<file path="src/rtl/instr_tlb_sa_pkg.sv">
// Shared configuration and types for the set-associative instruction TLB.
package instr_tlb_sa_pkg;

    localparam int CFG_VADDR_WIDTH = 32;
    localparam int CFG_PADDR_WIDTH = 32;
    localparam int CFG_PAGE_SHIFT  = 12;
    localparam int CFG_ASID_WIDTH  = 8;
    localparam int CFG_ITLB_SETS   = 4;
    localparam int CFG_ITLB_ASSOC  = 2;
    localparam int CFG_VPN_W       = CFG_VADDR_WIDTH - CFG_PAGE_SHIFT;
    localparam int CFG_PPN_W       = CFG_PADDR_WIDTH - CFG_PAGE_SHIFT;

    // One translation entry; is_global entries match any ASID.
    typedef struct packed {
        logic                      valid;
        logic                      is_global;
        logic                      exec;
        logic                      user;
        logic [CFG_ASID_WIDTH-1:0] asid;
        logic [CFG_VPN_W-1:0]      vpn;
        logic [CFG_PPN_W-1:0]      ppn;
    } tlb_entry_t;

    typedef enum logic [2:0] {
        ST_IDLE      = 3'd0,
        ST_LOOKUP    = 3'd1,
        ST_WALK_REQ  = 3'd2,
        ST_WALK_WAIT = 3'd3,
        ST_FILL_RESP = 3'd4,
        ST_FLUSH     = 3'd5
    } itlb_state_e;

endpackage

</file>
<file path="src/rtl/instr_tlb_sa_rr_victim.sv">
// Victim way selection for refills: lowest invalid way first, otherwise the
// set's round-robin pointer, which only advances when it is actually used.
module tlb_rr_victim
    import instr_tlb_sa_pkg::*;
#(
    parameter int SETS  = CFG_ITLB_SETS,
    parameter int ASSOC = CFG_ITLB_ASSOC,
    parameter int IDX_W = 2,
    parameter int WAY_W = 1
) (
    input  logic             i_clk,
    input  logic             i_rst,
    input  logic [IDX_W-1:0] i_set_idx,
    input  logic [ASSOC-1:0] i_set_valid,
    input  logic             i_alloc,
    output logic [WAY_W-1:0] o_victim
);

    logic [WAY_W-1:0] rr_ptr [SETS];
    logic             any_free;
    logic [WAY_W-1:0] free_way;

    // Priority-encode the lowest invalid way and pick the victim
    always_comb begin
        any_free = 1'b0;
        free_way = '0;
        for (int w = ASSOC - 1; w >= 0; w--) begin
            if (!i_set_valid[w]) begin
                any_free = 1'b1;
                free_way = WAY_W'(w);
            end
        end
        o_victim = any_free ? free_way : rr_ptr[i_set_idx];
    end

    // Advance the set's pointer only when a full set is refilled
    always_ff @(posedge i_clk) begin
        if (i_rst) begin
            for (int s = 0; s < SETS; s++) begin
                rr_ptr[s] <= '0;
            end
        end else if (i_alloc && !any_free) begin
            if (rr_ptr[i_set_idx] == WAY_W'(ASSOC - 1)) begin
                rr_ptr[i_set_idx] <= '0;
            end else begin
                rr_ptr[i_set_idx] <= rr_ptr[i_set_idx] + WAY_W'(1);
            end
        end
    end

endmodule

</file>
<file path="src/rtl/instr_tlb_sa.sv">
// Set-associative instruction TLB: one lookup at a time, blocking miss walk,
// refill with round-robin victim, fault forwarding and per-set flush sweep.
module instr_tlb_sa
    import instr_tlb_sa_pkg::*;
#(
    parameter int VADDR_WIDTH = CFG_VADDR_WIDTH,
    parameter int PADDR_WIDTH = CFG_PADDR_WIDTH,
    parameter int PAGE_SHIFT  = CFG_PAGE_SHIFT,
    parameter int ASID_WIDTH  = CFG_ASID_WIDTH,
    parameter int ITLB_SETS   = CFG_ITLB_SETS,
    parameter int ITLB_ASSOC  = CFG_ITLB_ASSOC,
    localparam int VPN_W = VADDR_WIDTH - PAGE_SHIFT,
    localparam int PPN_W = PADDR_WIDTH - PAGE_SHIFT
) (
    input  logic                   i_clk,
    input  logic                   i_rst,
    input  logic                   i_lookup_valid,
    input  logic [VADDR_WIDTH-1:0] i_vaddr,
    input  logic [ASID_WIDTH-1:0]  i_asid,
    output logic                   o_ready,
    output logic                   o_resp_valid,
    output logic [PADDR_WIDTH-1:0] o_paddr,
    output logic                   o_exec,
    output logic                   o_user,
    output logic                   o_fault,
    output logic                   o_walk_req_valid,
    output logic [VPN_W-1:0]       o_walk_vpn,
    output logic [ASID_WIDTH-1:0]  o_walk_asid,
    input  logic                   i_walk_req_ready,
    input  logic                   i_fill_valid,
    input  logic [PPN_W-1:0]       i_fill_ppn,
    input  logic                   i_fill_exec,
    input  logic                   i_fill_user,
    input  logic                   i_fill_global,
    input  logic                   i_fill_fault,
    input  logic                   i_flush_valid,
    input  logic                   i_flush_asid_only,
    input  logic [ASID_WIDTH-1:0]  i_flush_asid,
    output logic                   o_flush_done
);

    localparam int IDX_W = (ITLB_SETS > 1) ? $clog2(ITLB_SETS) : 1;
    localparam int WAY_W = (ITLB_ASSOC > 1) ? $clog2(ITLB_ASSOC) : 1;

    itlb_state_e state, state_nxt;

    tlb_entry_t entries [ITLB_SETS][ITLB_ASSOC];

    // Accepted request (p0) and response-stage registers (p1)
    logic [VADDR_WIDTH-1:0] vaddr_p0;
    logic [ASID_WIDTH-1:0]  asid_p0;
    logic                   flush_asid_only_p0;
    logic [ASID_WIDTH-1:0]  flush_asid_p0;
    logic [IDX_W-1:0]       flush_idx;
    logic                   hit_vld_p1;
    logic [PADDR_WIDTH-1:0] hit_paddr_p1;
    logic                   hit_exec_p1;
    logic                   hit_user_p1;
    logic [PPN_W-1:0]       fill_ppn_p1;
    logic                   fill_exec_p1;
    logic                   fill_user_p1;
    logic                   fill_fault_p1;

    logic [VPN_W-1:0]       vpn_p0;
    logic [IDX_W-1:0]       set_idx;
    logic [ITLB_ASSOC-1:0]  set_valid;
    logic                   hit;
    tlb_entry_t             hit_entry;
    logic                   fill_we;
    logic                   flush_last;
    logic [WAY_W-1:0]       victim;

    assign vpn_p0     = vaddr_p0[VADDR_WIDTH-1:PAGE_SHIFT];
    assign set_idx    = vpn_p0[IDX_W-1:0] & IDX_W'(ITLB_SETS - 1);
    assign fill_we    = (state == ST_WALK_WAIT) && i_fill_valid && !i_fill_fault;
    assign flush_last = (flush_idx == IDX_W'(ITLB_SETS - 1));

    // Tag compare across the indexed set; lowest matching way wins
    always_comb begin
        hit       = 1'b0;
        hit_entry = '0;
        set_valid = '0;
        for (int w = ITLB_ASSOC - 1; w >= 0; w--) begin
            set_valid[w] = entries[set_idx][w].valid;
            if (entries[set_idx][w].valid && (entries[set_idx][w].vpn == vpn_p0) &&
                (entries[set_idx][w].is_global || (entries[set_idx][w].asid == asid_p0))) begin
                hit       = 1'b1;
                hit_entry = entries[set_idx][w];
            end
        end
    end

    tlb_rr_victim #(
        .SETS  (ITLB_SETS),
        .ASSOC (ITLB_ASSOC),
        .IDX_W (IDX_W),
        .WAY_W (WAY_W)
    ) u_victim (
        .i_clk       (i_clk),
        .i_rst       (i_rst),
        .i_set_idx   (set_idx),
        .i_set_valid (set_valid),
        .i_alloc     (fill_we),
        .o_victim    (victim)
    );

    // Next-state and output decode
    always_comb begin
        state_nxt = state;
        unique case (state)
            ST_IDLE: begin
                if (i_flush_valid)       state_nxt = ST_FLUSH;
                else if (i_lookup_valid) state_nxt = ST_LOOKUP;
            end
            ST_LOOKUP:    state_nxt = hit ? ST_IDLE : ST_WALK_REQ;
            ST_WALK_REQ:  if (i_walk_req_ready) state_nxt = ST_WALK_WAIT;
            ST_WALK_WAIT: if (i_fill_valid) state_nxt = ST_FILL_RESP;
            ST_FILL_RESP: state_nxt = ST_IDLE;
            ST_FLUSH:     if (flush_last) state_nxt = ST_IDLE;
            default:      state_nxt = ST_IDLE;
        endcase

        o_ready          = (state == ST_IDLE);
        o_walk_req_valid = (state == ST_WALK_REQ);
        o_walk_vpn       = o_walk_req_valid ? vpn_p0 : '0;
        o_walk_asid      = o_walk_req_valid ? asid_p0 : '0;
        o_flush_done     = (state == ST_FLUSH) && flush_last;
        o_resp_valid     = hit_vld_p1 || (state == ST_FILL_RESP);
        o_paddr          = '0;
        o_exec           = 1'b0;
        o_user           = 1'b0;
        o_fault          = 1'b0;
        if (state == ST_FILL_RESP) begin
            o_fault = fill_fault_p1;
            if (!fill_fault_p1) begin
                o_paddr = {fill_ppn_p1, vaddr_p0[PAGE_SHIFT-1:0]};
                o_exec  = fill_exec_p1;
                o_user  = fill_user_p1;
            end
        end else if (hit_vld_p1) begin
            o_paddr = hit_paddr_p1;
            o_exec  = hit_exec_p1;
            o_user  = hit_user_p1;
        end
    end

    // Control state: FSM, flush sweep index, hit response strobe
    always_ff @(posedge i_clk) begin
        if (i_rst) begin
            state      <= ST_IDLE;
            flush_idx  <= '0;
            hit_vld_p1 <= 1'b0;
        end else begin
            state      <= state_nxt;
            hit_vld_p1 <= (state == ST_LOOKUP) && hit;
            flush_idx  <= (state == ST_FLUSH) ? flush_idx + IDX_W'(1) : '0;
        end
    end

    // Stage p0 -> p1: request capture, hit data and fill data (no reset)
    always_ff @(posedge i_clk) begin
        if ((state == ST_IDLE) && !i_flush_valid && i_lookup_valid) begin
            vaddr_p0 <= i_vaddr;
            asid_p0  <= i_asid;
        end
        if ((state == ST_IDLE) && i_flush_valid) begin
            flush_asid_only_p0 <= i_flush_asid_only;
            flush_asid_p0      <= i_flush_asid;
        end
        if (state == ST_LOOKUP) begin
            hit_paddr_p1 <= {hit_entry.ppn, vaddr_p0[PAGE_SHIFT-1:0]};
            hit_exec_p1  <= hit_entry.exec;
            hit_user_p1  <= hit_entry.user;
        end
        if ((state == ST_WALK_WAIT) && i_fill_valid) begin
            fill_ppn_p1   <= i_fill_ppn;
            fill_exec_p1  <= i_fill_exec;
            fill_user_p1  <= i_fill_user;
            fill_fault_p1 <= i_fill_fault;
        end
    end

    // Entry array: valid bits reset; refill writes the victim; flush clears one set per cycle
    always_ff @(posedge i_clk) begin
        if (i_rst) begin
            for (int s = 0; s < ITLB_SETS; s++) begin
                for (int w = 0; w < ITLB_ASSOC; w++) begin
                    entries[s][w].valid <= 1'b0;
                end
            end
        end else if (fill_we) begin
            entries[set_idx][victim] <= '{valid:     1'b1,
                                          is_global: i_fill_global,
                                          exec:      i_fill_exec,
                                          user:      i_fill_user,
                                          asid:      asid_p0,
                                          vpn:       vpn_p0,
                                          ppn:       i_fill_ppn};
        end else if (state == ST_FLUSH) begin
            for (int w = 0; w < ITLB_ASSOC; w++) begin
                if (!flush_asid_only_p0 ||
                    (!entries[flush_idx][w].is_global && (entries[flush_idx][w].asid == flush_asid_p0))) begin
                    entries[flush_idx][w].valid <= 1'b0;
                end
            end
        end
    end

endmodule

</file>
<file path="config.mk">
export PLATFORM = sky130hd
export DESIGN_NAME = instr_tlb_sa
export DESIGN_NICKNAME = d
export VERILOG_FILES = /design/src/rtl/instr_tlb_sa_pkg.sv /design/src/rtl/instr_tlb_sa_rr_victim.sv /design/src/rtl/instr_tlb_sa.sv
export SDC_FILE = /design/constraint.sdc
export NUM_CORES = 1
export LEC_CHECK = 0
export ABC_AREA = 1
export CORE_MARGIN = 5
export CORE_UTILIZATION = 60
export CTS_CLUSTER_SIZE = 40
export DETAILED_ROUTE_END_ITERATION = 7
export PLACE_DENSITY = 0.81
export SLEW_MARGIN = 5
export SYNTH_ARGS = -nofsm -noshare
export SYNTH_HDL_FRONTEND = slang
export SYNTH_SLANG_ARGS = --single-unit
</file>
<file path="constraint.sdc">
create_clock -name i_clk -period 13.4 [get_ports i_clk]
set_input_delay 1.34 -clock i_clk [delete_from_list [all_inputs] [get_ports i_clk]]
set_output_delay 1.34 -clock i_clk [all_outputs]
set_load 0.005 [all_outputs]
</file>
After elaboration in Yosys (flattened, before gate mapping)
Memory sizes are Yosys's and may differ from the RTL's. A register that Yosys moved wholly into a read port is not among the register bits.
Index checks and enable logic that the tools add are counted.

storage, ports and cells
  output and inout port bits = 67
  bits of input ports = 79
  flip-flop bits (word level) = 112
  memories kept = 2
  memory bits (writable) = 420

cells by class
  equality and inequality tests = 16
  $add $sub $neg = 2
  reductions and logical operators = 32
  muxes and demuxes = 65
  bitwise gates (word level) = 3
  magnitude comparators = 2

memory list
  memory           words  width  read ports  clocked after memory_dff  write ports  line                          source
  entries          4      104    2           2                         4            instr_tlb_sa.sv:47            tlb_entry_t entries [ITLB_SETS][ITLB_ASSOC];
  u_victim.rr_ptr  4      1      1           1                         4            instr_tlb_sa_rr_victim.sv:19  logic [WAY_W-1:0] rr_ptr [SETS];

operator list
  kind                                            count
  two-way mux 104 bit                             5
  OR reduction 104 bit                            2
  two-way mux 50 bit                              2
  two-way mux 32 bit                              3
  demux 52 bit (select 1 bit)                     1
  two-way mux 52 bit                              1
  == test 20 bit                                  2
  two-way mux 1 bit                               38
  == test 8 bit                                   4
  two-way mux 20 bit                              1
  logical AND 1 bit                               15
  two-way mux 3 bit                               5
  one-hot mux 3 bit (5 select lines)              1
  two-way mux 2 bit                               7
  two-way mux 8 bit                               1
  == test 3 x 2 -> 1 bit (second input constant)  2
  == test 3 bit (second input constant)           2
  logical NOT 1 bit                               6
  logical OR 1 bit                                5
  != test 2 bit (second input constant)           2
  AND reduction 4 bit                             1
  == test 3 x 1 -> 1 bit (second input constant)  1
  logical NOT 3 bit                               1
  != test 3 x 2 -> 1 bit (second input constant)  1
  11 further kinds                                11

Logic depth before layout (Yosys ltp)
Gate-level depths: netlist of run 1.

  word-level depth = 12
  depth in mapped cells = 18
  mapped depth without buffers = 16

Modules after synthesis
From an unflattened synthesis of run 1, not the netlist that was laid out.

second synthesis, totals
  cells, all modules = 2152
  area, all modules = 22987.0 um2

by module, submodules not included
  module         cells each  sequential area each (um2)  area an instance (um2)  instances
  instr_tlb_sa   2109        15835.2                     22695.5                 1
  tlb_rr_victim  43          120.1                       291.5                   1

Worst setup path after synthesis of run 1
No wires, ideal clock.

  kind = input -> register
  start = input i_fill_valid
  end = memory entries[0][0] (netlist name) (enable)
  required time = 12.940 ns
  stages on the path = 6
  library setup time = 0.460 ns
  setup slack = 6.348 ns
  data arrival time = 6.592 ns
  cell sequence = inv_1 -> nor4_1 -> nand3_1 -> or2_1 -> clkbuf_1 -> nor2_1

RTL lines
  item             line                source
  start, declared  instr_tlb_sa.sv:30  input logic i_fill_valid,
  end, declared    instr_tlb_sa.sv:47

==> results.env, run 1 <==
RESULT_OF_THE_RUN='complete, no violations'
SKEW_NS=0.02050
ACHIEVABLE-FREQUENCY_GHz=0.1966
FINAL.MIN_CLOCK_PERIOD_NS=5.087
ROUTE.DETAILED.DRC=0
VIAS_PER_CELL=5.963
DIE_Y_UM=205.5
HOLD-PATH-CELL-COUNT=0
DESIGN.FINAL.NETS=2321
ROUTED_WL_UM=60260
CTS_MADE_BUFFERS=53
GLOBALROUTE.TOTALOVERFLOW=0
SEQ_AREA_FRAC_SYNTH_PCT=69.54
MUXSHAREOFSYNTHAREA_PCT=0
CRITICAL_PATH.STARTPOINT_TYPE='register'
SETUP_TNS_NS=0
CTS.REPAIR_TIMING.SETUP_BUFFER_COUNT=0
CTS_REPAIR_RESIZE_COUNT=0
GLOBAL_ROUTE_MET2_USAGE_PCT=45.99
YS.WARNINGS.COUNT=0
CRITICAL_PATH.MAX_STAGE_DELAY_NS=0.87
DETAILED_PLACE_HPWL_UM=37120
DRT_ITER0_MARKERS=1768
MET1_USAGE_GRT_PCT=38.03
WORST_R2R_PATH_DEPTH=13
SYNTH_COMPOUND_GATE_AREA_SHARE_PCT=4.864
CRIT_CHAIN='inv_1, a21oi_1, a21oi_1, a21oi_1, nand3_1, o21ai_1, nand2_1, nand2_2, nand2_1, nand2_2, nand2_1, nor2_4, buf_4'
YOSYS_REGISTER_BITS=534
CP_MAX_FO=26
SYNTH-SIMPLE-AREA-SHARE_PCT=21.09
DESIGN.PORTCOUNT=146
GRT_SETUP_UNREPAIRED='no'
SYNTH_TOP_FAMILY_BY_AREA='simple AND/OR/NAND/NOR gates'
DIEWIDTH_UM=205.5
MAPPEDNETLISTAREA_UM2=22940
CRITPATHCAPTURETYPE='register'
FINALSETUPVIOLCOUNT=0
SYNTH_FA_HA_AREA_SHARE_PCT=0.05453
CLOCK_SINKS=534
CP.DEPTH=13
SLEW_VIOLATIONS=0
GPL.FINAL_WEIGHTED_CONGESTION=0.9278
FIRST_PASS_ITERS=6
CORE_UM2=37670
GRT_START_MAX_NET_PINS=102
MAX_SLEW.WORST_PIN.SLEW_NS=1.100
CLKTRANSATPATHREGS_NS=0.06
TIMING.SLEW.HEADROOM_PCT=26.23
TRITONCTS='done'
GRT.TOTAL_USAGE_PCT=28.43
STARTING_DENSITY_OF_THE_CORE_PCT=60.91
CP.REQUIRED_NS=13.63
ANTENNA_CELLS_INSERTED=0
NUMPLACEDINSTANCES=2697
CP.ARRIVAL_NS=5.32
MAX-CAP-VIOLATIONS=0
CRITICAL_PATH_CELL_WITH_THE_HIGHEST_STAGE_DELAY='dfxtp_1'
GRT_ANTENNA_BEFORE_REPAIR=0
CTS_HOLD_BUFFERS=0
SYNTHESIS.AREA_PER_INSTANCE_UM2=10.78
CELL_ROW_COUNT=71
FINALHOLDVIOLATIONS=0
FF_LATCH_AREA_UM2=15960
PATH_BUF_INV=2
INSTANCES_NO_FILL=2796
TIMING.SETUP.CRITICAL_PATH_CLASS='reg -> reg'
FIRST_GLOBAL_VIAS=16270
INSERTION_DELAY_NS=0.61
ANTENNA_VIOLATING_NETS_POST_ROUTE=0
HOLD_PATH.CLASS='reg -> reg'
GR-USAGE-MET3_PCT=4.634
LAYOUT-DRIVE-GT1-SHARE_PCT=5.470
H-TREE-DEPTH=2
POST-ROUTE-PERIOD-UTIL_PCT=37.96
VDD_IR_DROP_MAX_mV=0.1284
SYNTH_CELLS=2128
ROUTED_LEN_INST_UM=21.55
DESIGN.DIE.AREA_UM2=42250
STATIC-LEAKAGE-POWER_nW=9.708
FLOW.AREA_GROWTH_FROM_SYNTHESIS_PCT=15.07
GRT_FIRST_PASS_WIRELENGTH_UM=91980
SYNTHESIS.NETS=2208
FILLERS=2648
CRITICAL-PATH-TOP-DELAY-FAMILY='simple AND/OR/NAND/NOR gates'
CTS.PATH.MAX_BUFFERS=3
SYNTH_CELL_TYPES=33
CLOCK_ROOT_BUFFER='clkbuf_16'
AREAL_POWER_DENSITY_OVER_THE_CELLS_nW_PER_UM2=168.2
ROUTED-VIA-COUNT=16670
PORTBUFFERS=145
AREA_OCCUPIED_BY_MULTI_INPUT_GATES_UM2=6166
GR_PEAK_LAYER='met2'
SYNTH_XOR_AREA_SHARE_PCT=0.4963
==> sequential cells by signal, indices dropped and copies added, names as in the netlist, 2 cells and up, named ones only <==
name,count
asid_p0,8
entries,416
fill_ppn_p1,20
flush_asid_p0,8
flush_idx,2
hit_paddr_p1,32
state,3
u_victim.rr_ptr,4
vaddr_p0,32
==> cell usage after synthesis (all sizes together) <==
library cell,number,area share (%)
nand2,617,10
edfxtp,526,69
nand3,281,6.1
nor2,249,4.1
o21ai,142,3.1
inv,88,1.5
buf,63,1.7
clkbuf,48,0.79
o22ai,45,1.2
a21oi,16,0.35
xor2,13,0.50
nand4,11,0.30
dfxtp,8,0.70
nor3,5,0.11
nand3b,3,0.098
nor4,3,0.082
nor3b,2,0.065
or2,2,0.055
a32o,1,0.044
a32oi,1,0.071
clkinv,1,0.016
ha,1,0.055
o2bb2ai,1,0.038
o311ai,1,0.038
==> power by group <==
group | leakage, nW | total (mW) | switching (mW) | internal, mW
Combinational | 4.05 | 0.956 | 0.667 | 0.289
Sequential | 4.84 | 2.05 | 0.0808 | 1.97
Clock | 0.819 | 1.43 | 0.628 | 0.802
==> logic make-up (layout without fill, tap and decap cells) <==
| logic type | after synthesis | in the layout |
|---|---|---|
| AND/OR/NAND/NOR | 1173 | 1173 |
| adder cells (fa/ha/maj) | 1 | 1 |
| XOR/XNOR | 13 | 13 |
| AO/OA/AOI/OAI | 207 | 207 |
| flip-flops | 534 | 534 |
| buffers and inverters | 200 | 357 |
==> layout by cell type (no fill, tap or decap), types with 4 or more instances in the layout <==
master / instances
o22ai_1: 45
edfxtp_1: 526
buf_4: 24
nor2_1: 239
bufinv_16: 4
nand2_2: 5
nor2_4: 10
o21ai_1: 6
clkinv_2: 12
a21oi_1: 16
clkbuf_16: 53
clkdlybuf4s50_1: 145
clkinv_1: 19
nand2_1: 612
dfxtp_1: 6
clkbuf_1: 6
o21ai_0: 136
inv_1: 84
nor3_1: 4
nand3_1: 280
xor2_1: 13
nand4_1: 11
==> worst paths after layout <==
check	to	from	slack [ns]
worst min-delay path	hit_paddr_p1[11]	vaddr_p0[11]	0.45
worst min register to register	hit_paddr_p1[11]	vaddr_p0[11]	0.45
worst max register to register	entries[0][64]	flush_idx[1]	8.31
worst max-delay path	entries[0][64]	flush_idx[1]	8.31
==> per-stage QoR <==
stage	power, mW	area (µm²)	util, %	setup slack, ns	hold slack [ns]
floorplan	2.679	22940	-	6.348	0.4268
global placement	2.992	24740	65.68	8.604	0.4326
detailed placement	3.024	24740	65.68	8.481	0.4380
CTS	4.439	26400	70.09	8.494	0.4529
global route	4.632	26400	70.09	8.022	0.4648
finish	4.442	26400	70.09	8.313	0.4488
==> per-layer routing <==
metal | share of wire (%) | up-vias | wire, µm
li1 | - | 7610 | -
met1 | 38 | 7901 | 23060
met2 | 48 | 936 | 28640
met3 | 8.8 | 226 | 5297
met4 | 5.4 | 0 | 3258
met5 | 0 | - | 0
==> worst reg2reg max path, stage by stage, from the launching register on <==
cell     delay, ns
dfxtp_1       0.87
inv_1         0.58
a21oi_1       0.25
a21oi_1       0.09
a21oi_1       0.19
nand3_1       0.13
o21ai_1       0.15
nand2_1       0.17
nand2_2       0.39
nand2_1       0.15
nand2_2       0.14
nand2_1       0.19
nor2_4        0.78
buf_4         0.61
==> cell type report <==
type,count,area share [%]
Multi-Input combinational cell,1394,23.35
Clock buffer,59,5.109
Sequential cell,534,60.46
Clock inverter,40,1.190
Inverter,89,1.284
Timing Repair Buffer,169,6.180
Tap cell,511,2.422
Note: power is estimated with default switching activity, not from simulation.
==> run 2: changes to the inputs <==
- CORE_UTILIZATION: 60 -> 54
- PLACE_DENSITY: 0.81 -> 0.77
- clock period: 13.4 -> 4.5 ns (I/O delays scaled with it)
==> results.env, run 2 (synthesis results as in run 1) <==
MAX_SLEW.WORST_PIN.SLEW_NS=1.147  # +0.04726 ns
MAX-CAP-VIOLATIONS=0  # unchanged
WORST_R2R_PATH_DEPTH=14  # +1
PATH_BUF_INV=3  # +1
DESIGN.DIE.AREA_UM2=46710  # +11%
HOLD_PATH_STARTPOINT='i_vaddr[16]'
CTS_REPAIR_RESIZE_COUNT=0  # unchanged
CRITPATHMOSTFREQUENTCELL='nand2_1'
GRT_FIRST_PASS_WIRELENGTH_UM=91120  # -0.94%
ANTENNA_VIOLATING_NETS_POST_ROUTE=0  # unchanged
HOLD-PATH-CELL-COUNT=1  # +1
GRT.TOTAL_USAGE_PCT=24.81  # -3.6 points
VDD_IR_DROP_MAX_mV=0.4299  # +230%
CRITICAL-PATH-TOP-DELAY-FAMILY='simple AND/OR/NAND/NOR gates'
CRITICAL_PATH.MAX_STAGE_DELAY_NS=0.47  # -0.40 ns
AREAL_POWER_DENSITY_OVER_THE_CELLS_nW_PER_UM2=498.5  # +200%
DIE_Y_UM=216.1  # +5.1%
ANTENNA_CELLS_INSERTED=0  # unchanged
WORST-R2R-SETUP-SLACK_NS=0.75  # -7.56 ns
ACHIEVABLE-FREQUENCY_GHz=0.2669  # +36%
INSERTION_DELAY_NS=0.61  # about the same
DESIGN.PORTCOUNT=146  # unchanged
CRITICAL_PATH.STARTPOINT_TYPE='register'
H-TREE-DEPTH=2  # unchanged
PORTBUFFERS=145  # unchanged
GRT_START_MAX_NET_PINS=210  # +110%
CELL_ROW_COUNT=75  # +5.6%
CTS.PATH.MAX_BUFFERS=3  # unchanged
CORE_UM2=41950  # +11%
SLEW_VIOLATIONS=0  # unchanged
REGISTER_BANK_WITH_THE_MOST_FLOPS='entries'
FINALHOLDVIOLATIONS=0  # unchanged
RESULT_OF_THE_RUN='complete, no violations'
CRITICAL_PATH_CELL_WITH_THE_HIGHEST_STAGE_DELAY='buf_12'
BIGGEST_REGISTERS_AFTER_LAYOUT='entries: 416 flops, hit_paddr_p1: 32 flops, vaddr_p0: 32 flops'
TRITONCTS='done'
CP.REQUIRED_NS=4.98  # -8.65 ns
P_TOTAL_mW=13.25  # +200%
STARTING_DENSITY_OF_THE_CORE_PCT=54.70  # -6.2 points
DETAILED_PLACE_HPWL_UM=36110  # -2.7%
WHS_ENDPOINT='vaddr_p0[16]'
ROUTED_WL_UM=58660  # -2.6%
HOLD_PATH.CLASS='in -> reg'
TIMING.RR.END='hit_paddr_p1[24]'
CTS.REPAIR_TIMING.SETUP_BUFFER_COUNT=0  # unchanged
GRT_ANTENNA_BEFORE_REPAIR=0  # unchanged
GRT_SETUP_UNREPAIRED='no'
CP_MAX_FO=209  # +700%
CRIT_CHAIN='buf_12, nand2_1, nand3_1, nand2_1, xor2_1, nand2_1, nor2_1, nand2_1, nand2_1, nand3_1, buf_4, inv_2, nand2_1, nand2_1'
CTS_MADE_BUFFERS=52  # -1.9%
MOSTFREQUENTLAYOUTCELL='nand2_1'
CLKTRANSATPATHREGS_NS=0.06  # about the same
FINAL_CELL_MIX='nand2_1, edfxtp_1, nand3_1, nor2_1, clkdlybuf4s50_1'
DESIGN.FINAL.NETS=2332  # +0.47%
GPL.FINAL_WEIGHTED_CONGESTION=0.9037  # -2.6%
CP.ARRIVAL_NS=4.22  # -1.10 ns
FIRST_GLOBAL_VIAS=16460  # +1.1%
ROUTED_LEN_INST_UM=20.74  # -3.7%
CTS_HOLD_BUFFERS=0  # unchanged
CRITPATHCAPTURETYPE='register'
SKEW_NS=0.01644  # -0.004055 ns
POST-ROUTE-PERIOD-UTIL_PCT=83.27  # +45 points
ROUTE.DETAILED.DRC=0  # unchanged
LARGEST_REG_FLOPS=416  # unchanged
FINALSETUPVIOLCOUNT=0  # unchanged
FIRST_PASS_ITERS=6  # unchanged
TIMING.SETUP.CRITICAL_PATH_CLASS='reg -> reg'
VIAS_PER_CELL=5.889  # -1.3%
ROUTED-VIA-COUNT=16650  # -0.12%
DRT_ITER0_MARKERS=1966  # +11%
TIMING.SLEW.HEADROOM_PCT=23.06  # -3.2 points
DIEWIDTH_UM=216.1  # +5.1%
STATIC-LEAKAGE-POWER_nW=9.780  # +0.75%
CLOCK_ROOT_BUFFER='clkbuf_16'
GLOBALROUTE.TOTALOVERFLOW=0  # unchanged
FINAL.MIN_CLOCK_PERIOD_NS=3.747  # -1.340 ns
LAYOUT-DRIVE-GT1-SHARE_PCT=5.767  # +0.30 points
CLOCK_SINKS=534  # unchanged
SETUP_TNS_NS=0  # unchanged
FLOW.AREA_GROWTH_FROM_SYNTHESIS_PCT=15.86
FIN_WORST_HOLD_SLACK_NS=0.3969  # -0.05184 ns
## run 2: cell types whose count changed in the layout (fill, tap and decap cells not counted), sizes merged
cell | previous run | this run
clkinv | 33 | 20
buf | 24 | 36
clkbuf | 59 | 67
inv | 91 | 88
bufinv | 4 | 5
clkinvlp | 1 | 0
## run 2: worst reg2reg max path, cell delays in order, from the launching register on
cell	delay (ns)
dfxtp_4	0.37
buf_12	0.47
nand2_1	0.49
nand3_1	0.15
nand2_1	0.11
xor2_1	0.33
nand2_1	0.09
nor2_1	0.16
nand2_1	0.08
nand2_1	0.21
nand3_1	0.17
buf_4	0.27
inv_2	0.46
nand2_1	0.18
nand2_1	0.10
## run 2: metrics by stage
| stage | instance area (µm²) | utilization, % | setup slack, ns | instances |
|---|---|---|---|---|
| floorplan | 22950 | - | -0.6571 | 2128 |
| global placement | 24940 | 59.45 | 0.9289 | 2737 |
| detailed placement | 24940 | 59.45 | 0.9175 | 2737 |
| CTS | 26580 | 63.37 | 0.8961 | 2828 |
| global route | 26580 | 63.37 | 0.6419 | 2828 |
| finish | 26580 | 63.37 | 0.7530 | 2828 |
## run 2: how the worst max path moves through the flow
stage	endpoint	slack, ns	cells past startpoint
2_1_floorplan	entries[2][0]	-0.66	6
3_3_place_gp	hit_paddr_p1[18]	0.93	14
3_5_place_dp	hit_paddr_p1[18]	0.92	14
4_1_cts	hit_paddr_p1[18]	0.90	14
5_1_grt	hit_paddr_p1[18]	0.64	14
6_report	hit_paddr_p1[24]	0.75	14
## run 2: final cells by class
class	instances	area, µm²
Clock buffer	67	1400
Clock inverter	24	246.5
Fill cell	3116	15360
Inverter	89	339.1
Multi-Input combinational cell	1394	6175
Sequential cell	534	15960
Tap cell	539	674.4
Timing Repair Buffer	181	1784
## run 2: routing by layer
layer	global-route usage, %	part of all wire [%]	vias to the layer above
li1	-	-	7624
met1	33.02	39	7886
met2	40.69	48	972
met3	4.145	9.2	171
met4	11.11	4.1	0
met5	0	0	-
## run 2: power by group
group | switching [mW] | internal (mW) | leakage (nW)
sequential | 0.152 | 5.88 | 4.84
combinational | 2.06 | 0.888 | 4.13
clock | 1.81 | 2.47 | 0.810
total | 4.02 | 9.23 | 9.78
